==> config.mk <==
export PLATFORM = sky130hd
export DESIGN_NAME = qspi_xip_reader
export DESIGN_NICKNAME = d
export VERILOG_FILES = /design/src/rtl/qspi_pkg.sv /design/src/rtl/qspi_phy_shifter.sv /design/src/rtl/qspi_xip_reader.sv
export SDC_FILE = /design/constraint.sdc
export NUM_CORES = 1
export LEC_CHECK = 0
export BUFFER_PORTS_ARGS = -buffer_cell sky130_fd_sc_hd__clkbuf_2
export CAP_MARGIN = 20
export CORE_ASPECT_RATIO = 1.75
export CORE_MARGIN = 2
export CORE_UTILIZATION = 61
export CTS_BUF_LIST = sky130_fd_sc_hd__clkbuf_2 sky130_fd_sc_hd__clkbuf_4 sky130_fd_sc_hd__clkbuf_8
export CTS_CLUSTER_SIZE = 14
export DETAILED_ROUTE_END_ITERATION = 8
export MAX_ROUTING_LAYER = met4
export PLACE_DENSITY = 0.88
export SYNTH_ARGS = -nofsm -noshare
export SYNTH_HDL_FRONTEND = slang
export SYNTH_SLANG_ARGS = --single-unit
==> constraint.sdc <==
create_clock -name CLK -period 5.19 [get_ports CLK]
set_input_delay 0 -clock CLK [delete_from_list [all_inputs] [get_ports CLK]]
set_output_delay 0 -clock CLK [all_outputs]
set_load 0.02 [all_outputs]
==> src/rtl/qspi_pkg.sv <==
// Shared constants, FSM state type and helpers for the QSPI execute-in-place reader.
package qspi_pkg;

   localparam logic [7:0] QSPI_CMD_QOFR = 8'h6B;
   localparam logic [3:0] IO_DIR_SPI    = 4'b1101;
   localparam logic [3:0] IO_DIR_QIN    = 4'b0000;
   localparam logic [7:0] DQ_IDLE       = 8'hF0;
   localparam logic [1:0] RRESP_OKAY    = 2'b00;
   localparam logic [1:0] RRESP_SLVERR  = 2'b10;
   localparam logic [1:0] SCLK_ON       = 2'b10;
   localparam logic [1:0] SCLK_OFF      = 2'b00;

   typedef enum logic [2:0] {
      ST_IDLE,
      ST_CMD,
      ST_ADDR,
      ST_DUMMY,
      ST_DATA,
      ST_DRAIN,
      ST_RESP,
      ST_GAP
   } state_t;

   // Flash bytes arrive in ascending address order; the bus wants them little-endian.
   function automatic logic [31:0] bswap32(input logic [31:0] w);
      return {w[7:0], w[15:8], w[23:16], w[31:24]};
   endfunction

endpackage

==> src/rtl/qspi_phy_shifter.sv <==
// Command/address serialiser on D0 and quad-nibble packer aligned to the input pipeline latency.
module qspi_phy_shifter
   import qspi_pkg::*;
#(
   parameter int IN_LATENCY = 1
) (
   input  logic        i_clk,
   input  logic        i_rst_n,
   input  logic        i_load,
   input  logic [39:0] i_load_word,
   input  logic        i_shift,
   output logic        o_d0,
   input  logic        i_data_sclk,
   input  logic [7:0]  i_dq_in,
   output logic [31:0] o_word
);

   logic [39:0]          r_sr;
   logic [IN_LATENCY:1]  r_vld_pipe;
   logic [31:0]          r_nibs;
   logic [3:0]           w_nib;
   logic [31:0]          w_nibs_nxt;
   logic                 w_cap;
   logic                 w_unused_dq;

   assign w_nib       = {i_dq_in[7], i_dq_in[5], i_dq_in[3], i_dq_in[1]};
   assign w_unused_dq = ^{i_dq_in[6], i_dq_in[4], i_dq_in[2], i_dq_in[0]};
   assign w_cap       = r_vld_pipe[IN_LATENCY];
   assign w_nibs_nxt  = {r_nibs[27:0], w_nib};
   assign o_d0        = r_sr[39];
   // Combinational view so the word is usable in the same cycle the last nibble lands.
   assign o_word      = bswap32(w_nibs_nxt);

   always_ff @(posedge i_clk or negedge i_rst_n) begin
      if (!i_rst_n) begin
         r_sr       <= '0;
         r_vld_pipe <= '0;
         r_nibs     <= '0;
      end else begin
         if (i_load)
            r_sr <= i_load_word;
         else if (i_shift)
            r_sr <= {r_sr[38:0], 1'b0};
         r_vld_pipe[1] <= i_data_sclk;
         for (int k = 2; k <= IN_LATENCY; k++)
            r_vld_pipe[k] <= r_vld_pipe[k-1];
         if (w_cap)
            r_nibs <= w_nibs_nxt;
      end
   end

endmodule

==> src/rtl/qspi_xip_reader.sv <==
// AXI4-Lite read port turning each word read into one Quad Output Fast Read (0x6B) on QSPI flash.
module qspi_xip_reader
   import qspi_pkg::*;
#(
   parameter int ADDR_BITS      = 24,
   parameter int DUMMY_CYCLES   = 8,
   parameter int IN_LATENCY     = 1,
   parameter int CS_HIGH_CYCLES = 2
) (
   input  logic        CLK,
   input  logic        RSTb,
   output logic [1:0]  qspi_sclk_ddr,
   output logic        qspi_CSb,
   output logic [7:0]  qspi_dq_out,
   input  logic [7:0]  qspi_dq_in,
   output logic [3:0]  qspi_io_dir,
   input  logic        mem_axi_arvalid,
   output logic        mem_axi_arready,
   input  logic [31:0] mem_axi_araddr,
   output logic        mem_axi_rvalid,
   input  logic        mem_axi_rready,
   output logic [31:0] mem_axi_rdata,
   output logic [1:0]  mem_axi_rresp
);

   localparam logic [31:0] HI_MASK = (ADDR_BITS >= 32) ? 32'h0 : ~((32'h1 << ADDR_BITS) - 32'h1);

   state_t      r_state, w_next;
   logic [5:0]  r_cnt, w_len;
   logic        w_last, w_hs, w_oor, w_d0;
   logic [31:0] w_addr_wire, w_word;
   logic [39:0] w_load_word;
   logic [31:0] r_rdata;
   logic [1:0]  r_rresp;

   assign w_oor       = |(mem_axi_araddr & HI_MASK);
   assign w_hs        = (r_state == ST_IDLE) && mem_axi_arvalid;
   assign w_addr_wire = mem_axi_araddr & ~HI_MASK & 32'hFFFF_FFFC;
   // Left-justify the address so the serialiser always starts from bit 39.
   assign w_load_word = {QSPI_CMD_QOFR, w_addr_wire << (32 - ADDR_BITS)};

   qspi_phy_shifter #(.IN_LATENCY(IN_LATENCY)) u_phy (
      .i_clk       (CLK),
      .i_rst_n     (RSTb),
      .i_load      (w_hs && !w_oor),
      .i_load_word (w_load_word),
      .i_shift     ((r_state == ST_CMD) || (r_state == ST_ADDR)),
      .o_d0        (w_d0),
      .i_data_sclk (r_state == ST_DATA),
      .i_dq_in     (qspi_dq_in),
      .o_word      (w_word)
   );

   // Reset lands in GAP so arready stays low until the CS-high gap has elapsed.
   always_ff @(posedge CLK or negedge RSTb) begin
      if (!RSTb) begin
         r_state <= ST_GAP;
         r_cnt   <= '0;
      end else begin
         r_state <= w_next;
         r_cnt   <= (w_next != r_state) ? 6'd0 : r_cnt + 6'd1;
      end
   end

   always_comb begin
      case (r_state)
         ST_CMD, ST_DATA: w_len = 6'd8;
         ST_ADDR:         w_len = 6'(ADDR_BITS);
         ST_DUMMY:        w_len = 6'(DUMMY_CYCLES);
         ST_DRAIN:        w_len = 6'(IN_LATENCY);
         ST_GAP:          w_len = 6'(CS_HIGH_CYCLES);
         default:         w_len = 6'd1;
      endcase
   end

   assign w_last = (r_cnt == w_len - 6'd1);

   always_comb begin
      w_next = r_state;
      case (r_state)
         ST_IDLE:  if (mem_axi_arvalid) w_next = w_oor ? ST_RESP : ST_CMD;
         ST_CMD:   if (w_last) w_next = ST_ADDR;
         ST_ADDR:  if (w_last) w_next = (DUMMY_CYCLES == 0) ? ST_DATA : ST_DUMMY;
         ST_DUMMY: if (w_last) w_next = ST_DATA;
         ST_DATA:  if (w_last) w_next = ST_DRAIN;
         ST_DRAIN: if (w_last) w_next = ST_RESP;
         ST_RESP:  if (mem_axi_rready) w_next = ST_GAP;
         ST_GAP:   if (w_last) w_next = ST_IDLE;
         default:  w_next = ST_IDLE;
      endcase
   end

   always_comb begin
      qspi_CSb        = 1'b1;
      qspi_sclk_ddr   = SCLK_OFF;
      qspi_io_dir     = IO_DIR_SPI;
      qspi_dq_out     = DQ_IDLE;
      mem_axi_arready = 1'b0;
      mem_axi_rvalid  = 1'b0;
      case (r_state)
         ST_IDLE: mem_axi_arready = 1'b1;
         ST_CMD, ST_ADDR: begin
            qspi_CSb      = 1'b0;
            qspi_sclk_ddr = SCLK_ON;
            qspi_dq_out   = {DQ_IDLE[7:2], w_d0, w_d0};
         end
         ST_DUMMY, ST_DATA: begin
            qspi_CSb      = 1'b0;
            qspi_sclk_ddr = SCLK_ON;
            qspi_io_dir   = IO_DIR_QIN;
         end
         ST_RESP: mem_axi_rvalid = 1'b1;
         default: ;
      endcase
   end

   always_ff @(posedge CLK or negedge RSTb) begin
      if (!RSTb) begin
         r_rdata <= '0;
         r_rresp <= RRESP_OKAY;
      end else if (w_hs && w_oor) begin
         r_rdata <= '0;
         r_rresp <= RRESP_SLVERR;
      end else if ((r_state == ST_DRAIN) && w_last) begin
         r_rdata <= w_word;
         r_rresp <= RRESP_OKAY;
      end
   end

   assign mem_axi_rdata = r_rdata;
   assign mem_axi_rresp = r_rresp;

endmodule

==> flow_metrics.tcl, run 1 <==
set metrics [dict create \
    initial_utilization 0.630 \
    dr.pass1.iters 4 \
    r2r_end "mem_axi_rdata[7]" \
    die_w_um 69.1 \
    avgSynthCellArea_um2 11.4 \
    area_growth_pct 19.9 \
    h-tree-depth 3 \
    antenna_found_initial 0 \
    multiInputGateArea_um2 1800 \
    core-area_um2 7180 \
    hp-class "input pin to async pin" \
    route.vias.total 3129 \
    finalNetCount 537 \
    grt_util_met2 0.389 \
    clkLatencyLatePin_ns 0.37 \
    r2r-start "r_state[1]" \
    internal_power_mw 1.70 \
    reg2reg_slack_ns 2.59 \
    final_cell_count_no_fill 583 \
    grt_pass1_wl_um 14900 \
    synth_area_um2 4530 \
    dieArea_um2 8150 \
    routed_wl_um 8720 \
    hold_violations 0 \
    p_seq_frac 0.448 \
    required_ns 5.44 \
    path_buf_inv 1 \
    numCtsBuffers 9 \
    grt_max_degree 67 \
    power.switching_mw 0.965 \
    ys_seq_elements 101 \
    async_flop_share 1.00 \
    grtUsageMet1 0.280 \
    clock_path_buffers 2 \
    critical_path_depth 6 \
    cts_sinks 101 \
    post_drt_wl_per_cell_um 14.9 \
    port_buffers 79 \
    final_cell_mix "dfrtp_1, clkbuf_2, nand2_1" \
    final.fill_count 471 \
    syn_inst 396 \
    crit_chain "nand2_1 > o311a_1 > o22a_1 > nor3_4 > buf_4 > mux2_2" \
    layout_commonest_cell "dfrtp_1" \
    critPathMaxFanout 33 \
    p_clk_frac 0.203 \
    p_leak_nw 2.85 \
    top_usage_layer "met2" \
    slowest_delay_ns 0.74 \
    cts-root-buf "clkbuf_8" \
    arrival_ns 2.86 \
    postRouteAntennaNets 0 \
    clock_skew_ns 0.00960 \
    comb_power_share 0.349 \
    vdd_drop_max_mv 0.392 \
    fp.dieH_um 118 \
    globalRouteMet3Util 0.0462 \
    cp-end-kind "register" \
    grt_overflow 0 \
    crit_slowest_cell "dfstp_2" \
    p_per_area_nw_per_um2 491 \
    synth_edf_count 0 \
    via_per_inst 5.37 \
    slew-limit-headroom 0.464 \
    drcViolationCount 0 \
    final.setup.tns_ns 0 \
    dp.cells 538 \
    min_period_ns 2.60 \
    drive_gt1_frac 0.320 \
    max_clock_freq_mhz 384 \
    outcome "finished, final reports clean" \
    yosysSeqAreaShare 0.559 \
    slew_viol_final 0 \
    ys.warnings.count 0 \
    rsz0062_at_grt "no" \
    cts_tree "yes" \
    ys_types 46 \
    cp-start-kind "register" \
    reg2reg_depth 6 \
    worst_pin_slew_ns 0.804 \
    switching_share 0.362 \
    synth_top_flop_cell "dfrtp_1" \
    finalWeightedCongestion 0.767 \
    diodes 0 \
    clk_pin_slew_ns 0.09 \
    min_period_over_period 0.502 \
    regArea_um2 2530 \
    cts_setup_buffers 0 \
    max_cap_violations 0 \
    first_iter_violations 182 \
    path_delay_family "flip-flops" \
    grt_pass1_vias 3145 \
    finalSetupViolations 0 \
    critPathKind "register to register" \
    hpwl_um 5520 \
    row_count 41 \
    track_usage 0.234 \
    pin_count 95 \
]
worst register-to-register path: stages (launching register included):
cell,delay [ns]
dfstp_2,0.74
nand2_1,0.16
o311a_1,0.30
o22a_1,0.27
nor3_4,0.20
buf_4,0.41
mux2_2,0.42
cell usage after synthesis (2+ instances only):
cell / n / area [um2]
xor2_1: 4 / 35.0
buf_6: 3 / 33.8
nor4_1: 2 / 12.5
nor2_1: 16 / 60.1
nand3_1: 10 / 50.1
mux2i_1: 2 / 20.0
nor3_1: 3 / 15.0
buf_2: 3 / 15.0
nor3b_1: 2 / 15.0
inv_1: 4 / 15.0
conb_1: 2 / 7.51
mux2_1: 11 / 124
clkbuf_1: 13 / 48.8
nor2b_1: 34 / 213
a22oi_1: 21 / 158
xnor2_1: 4 / 35.0
a21oi_1: 6 / 30.0
nand2_1: 66 / 248
buf_1: 4 / 15.0
mux2_2: 49 / 552
dfstp_2: 3 / 78.8
dfrtp_1: 98 / 2450
buf_4: 13 / 97.6
cell type report:
| class | instances | area share |
|---|---|---|
| inverters | 4 | 0.00277 |
| flip-flops and latches | 101 | 0.466 |
| multi-input cells | 262 | 0.332 |
| clock inverters | 5 | 0.0152 |
| repair buffers | 114 | 0.138 |
| well taps | 86 | 0.0198 |
| clock buffers | 11 | 0.0256 |
through the flow:
step           instance area, um2  setup slack (ns)  hold WS [ns]  utilization  power (mW)
4_1_cts                      5400              2.58        0.0940        0.752        2.67
3_5_place_dp                 4900              2.60       -0.0228        0.682        2.11
3_3_place_gp                 4900              2.65       -0.0294        0.682        2.07
6_report                     5430              2.59        0.0982        0.756        2.67
2_1_floorplan                4550              2.92        -0.296            -        1.87
5_1_grt                      5430              2.47         0.144        0.756        2.82
routing by layer:
metal,vias up,share of wire
li1,1504,-
met1,1524,0.41
met2,92,0.53
met3,9,0.045
met4,0,0.014
met5,-,0
state kept, by name (all words and copies together) (netlist names):
register,count
u_phy.r_sr,30
r_cnt,6
r_state,3
u_phy.r_vld_pipe,1
u_phy.r_nibs,28
mem_axi_rresp,1
mem_axi_rdata,32
worst max path at each step:
stage | endpoint | slack, ns | start
final | mem_axi_rdata[7] | 2.59 | r_state[1]
after global routing | mem_axi_rdata[21] | 2.47 | r_state[1]
after CTS | mem_axi_rdata[31] | 2.58 | r_state[1]
after detailed placement | mem_axi_rdata[8] | 2.60 | r_state[1]
after global placement | mem_axi_rdata[10] | 2.65 | r_state[1]
after floorplan | mem_axi_rdata[12] | 2.92 | r_state[2]
power by group through the flow:
stage | clock network [mW] | logic [mW] | registers, mW
finish | 0.541 | 0.930 | 1.20
global route | 0.580 | 1.01 | 1.23
CTS | 0.558 | 0.905 | 1.21
detailed placement | 0 | 0.884 | 1.22
global placement | 0 | 0.857 | 1.21
floorplan | 0 | 0.684 | 1.19
timing repair:
item,CTS,global route
hold buffers,28,0
endpoints found under the setup margin,0,0
resized for setup,0,0
endpoints found under the hold margin,66,0
kinds of logic after synthesis:
group,synth area share
adders and majority gates,0.00276
xor gates and xnor gates,0.0155
buffers and inverters,0.0498
DFF,0.559
AOI/OAI and AO/OA,0.0608
and+or+nand+nor,0.156
muxes,0.154
other,0.00166
Note: power is estimated with default switching activity, not from simulation.
==> run 2: changes to the inputs <==
--- a/config.mk
+++ b/config.mk
@@ -5,16 +5,17 @@
 export SDC_FILE = /design/constraint.sdc
 export NUM_CORES = 1
 export LEC_CHECK = 0
+export ABC_AREA = 1
 export BUFFER_PORTS_ARGS = -buffer_cell sky130_fd_sc_hd__clkbuf_2
 export CAP_MARGIN = 20
 export CORE_ASPECT_RATIO = 1.75
 export CORE_MARGIN = 2
-export CORE_UTILIZATION = 61
+export CORE_UTILIZATION = 56
 export CTS_BUF_LIST = sky130_fd_sc_hd__clkbuf_2 sky130_fd_sc_hd__clkbuf_4 sky130_fd_sc_hd__clkbuf_8
 export CTS_CLUSTER_SIZE = 14
 export DETAILED_ROUTE_END_ITERATION = 8
 export MAX_ROUTING_LAYER = met4
-export PLACE_DENSITY = 0.88
+export PLACE_DENSITY = 0.82
 export SYNTH_ARGS = -nofsm -noshare
 export SYNTH_HDL_FRONTEND = slang
 export SYNTH_SLANG_ARGS = --single-unit
==> constraint.sdc (replaced) <==
create_clock -name CLK -period 2.6 [get_ports CLK]
set_input_delay 0 -clock CLK [delete_from_list [all_inputs] [get_ports CLK]]
set_output_delay 0 -clock CLK [all_outputs]
set_load 0.02 [all_outputs]
==> run 2 against run 1 <==
Against the previous run:
- final cell count rose by 11%
- maximum frequency is 15% higher
- non-clock buffer count grew 1
- global-route usage grew 0.69 points
- power rose by 120%
- sequential share of layout area increased by 1.7 points
- worst hold slack worse by 0.076 ns
- sequential power rose by 120%
- combinational power grew to 2.5 times the previous value
- first-iteration DRC count up 42%
- wire length rose by 3.7%
- critical path type unchanged
==> flow_metrics.tcl, run 2 <==
set metrics [dict create \
    outcome "finished, final reports clean" \
    hold_violations 0 \
    syn_inst 459 \
    clk_pin_slew_ns 0.09 \
    required_ns 2.85 \
    critPathMaxFanout 32 \
    p_leak_nw 2.63 \
    cts_setup_buffers 0 \
    max_clock_freq_mhz 440 \
    synth_edf_count 0 \
    initial_utilization 0.576 \
    largest_register_ffs 32 \
    fp.dieH_um 120 \
    dieArea_um2 8480 \
    synth_top_flop_cell "dfrtp_1" \
    hold-worst-slack_ns 0.0219 \
    avgSynthCellArea_um2 9.43 \
    cts_sinks 101 \
    grt_max_degree 54 \
    ys_types 35 \
    hold_start "mem_axi_rready" \
    port_buffers 79 \
    finalNetCount 602 \
    p_per_area_nw_per_um2 1130 \
    finalSetupViolations 0 \
    antenna_found_initial 0 \
    synth_commonest_cells "dfrtp_1, nand2_1, inv_1" \
    cp-end-kind "register" \
    routed_wl_um 9040 \
    cp-start-kind "register" \
    final_cell_mix "nand2_1, dfrtp_1, clkbuf_2" \
    worstSetupStartpoint "r_state[1]" \
    area_growth_pct 21.0 \
    reg2reg_depth 12 \
    dr.pass1.iters 5 \
    route.vias.total 3410 \
    ys.warnings.count 0 \
    drive_gt1_frac 0.215 \
    h-tree-depth 3 \
    cts-root-buf "clkbuf_8" \
    async_flop_share 1.00 \
    min_period_over_period 0.875 \
    first_iter_violations 259 \
    critPathKind "register to register" \
    r2r-start "r_state[1]" \
    diodes 0 \
    core-area_um2 7510 \
    holdPathEnd "r_state[0]" \
    numCtsBuffers 9 \
    yosysSeqAreaShare 0.585 \
    postRouteAntennaNets 0 \
    worst_pin_slew_ns 0.671 \
    synth.area.top_cells "dfrtp_1, nand2_1, inv_1, nand3_1, o221ai_1" \
    holdPathStages 4 \
    final.setup.tns_ns 0 \
    die_w_um 70.5 \
    finalWeightedCongestion 0.778 \
    pin_count 95 \
    vdd_drop_max_mv 0.762 \
    arrival_ns 2.52 \
    clock_skew_ns 0.00824 \
    ys_seq_elements 101 \
    slew-limit-headroom 0.553 \
    yosysTopAreaCell "dfrtp_1" \
    slew_viol_final 0 \
    row_count 42 \
    reg2reg_slack_ns 0.33 \
    drcViolationCount 0 \
    min_period_ns 2.27 \
    clkLatencyLatePin_ns 0.36 \
    clock_path_buffers 2 \
    rsz0062_at_grt "no" \
    post_drt_wl_per_cell_um 13.9 \
    hp-class "input pin to register" \
    max_cap_violations 0 \
    grt_overflow 0 \
    via_per_inst 5.25 \
    synth_top_area_frac 0.567 \
    synth_area_um2 4330 \
    hpwl_um 5810 \
    grt_pass1_wl_um 15600 \
    grt_pass1_vias 3453 \
    track_usage 0.241 \
    r2r_end "mem_axi_rdata[4]" \
    cts_tree "yes" \
]
-- run 2: cell count changes after synthesis, sizes merged, moves of 21 or more --
cell,change
inv,+57
nand3,+35
o21ai,+44
nand2,+34
a22oi,-21
o221ai,+21
nor2b,-34
mux2,-57
-- run 2: per-stage QoR --
stage / cell area (um2) / power (mW) / utilization / cells / setup slack [ns]
global placement: 4760 / 4.82 / 0.634 / 607 / 0.330
finish: 5240 / 5.92 / 0.697 / 650 / 0.326
global route: 5240 / 6.37 / 0.697 / 650 / 0.0450
floorplan: 4350 / 4.21 / - / 466 / 0.656
CTS: 5230 / 5.94 / 0.696 / 650 / 0.252
detailed placement: 4760 / 4.93 / 0.634 / 607 / 0.299
-- run 2: how the worst max path moves through the flow --
stage                        end  slack (ns)  cells after the start
2_1_floorplan   mem_axi_rdata[2]        0.66                     13
3_3_place_gp    mem_axi_rdata[1]        0.33                     10
3_5_place_dp    mem_axi_rdata[4]        0.30                     12
4_1_cts        mem_axi_rdata[31]        0.25                     13
5_1_grt         mem_axi_rdata[0]        0.04                     12
6_report        mem_axi_rdata[4]        0.33                     12
-- run 2: timing repair --
action | in CTS | in global routing
gates resized for setup | 0 | 1
hold buffers | 27 | 0
hold endpoints to repair | 79 | 0
setup endpoints to repair | 0 | 5
-- run 2: critical path, stage by stage (launching register included) --
cell and delay [ns]:
dfstp_2 0.63, nand2_1 0.15, nor2_4 0.12, nand2_1 0.06, nand2_1 0.06, nand2_1 0.04
nand2_1 0.09, nand3_2 0.12, nand3b_4 0.32, nand2_4 0.26, inv_6 0.14, nand2_1 0.08
o21ai_0 0.07
-- run 2: cells by family (layout without fill, tap and decap cells) --
| kind of cell | count (synthesis) | after routing | synth area share |
|---|---|---|---|
| mux | 3 | 3 | 0.00781 |
| compound gates | 77 | 77 | 0.111 |
| xor+xnor | 5 | 5 | 0.0101 |
| fa+ha+maj | 1 | 1 | 0.00289 |
| other cells | 2 | 9 | 0.00174 |
| flops | 101 | 101 | 0.585 |
| simple gates | 173 | 173 | 0.179 |
| buf+inv | 97 | 193 | 0.103 |
-- run 2: where the power goes --
part | switching [mW] | internal [mW] | total (mW) | leakage, nW
combinational | 1.54 | 0.815 | 2.35 | 1.21
clock | 0.502 | 0.466 | 0.969 | 0.107
sequential | 0.400 | 2.20 | 2.60 | 1.31
total | 2.44 | 3.48 | 5.92 | 2.63
-- run 2: layout make-up --
class | count | area (um2)
timing repair buffer | 115 | 773
inverter | 62 | 239
clock inverter | 2 | 13.8
multi-input combinational | 268 | 1380
fill | 563 | 2280
clock buffer | 14 | 186
tap | 88 | 110
sequential | 101 | 2530
-- run 2: per-layer routing --
metal  global-route usage  vias up  wire, um
met2                0.417      106      5070
met1                0.267     1623      3370
li1                     -     1666         -
met4                0.123        0       208
met3               0.0367       15       392
met5                    -        -         0
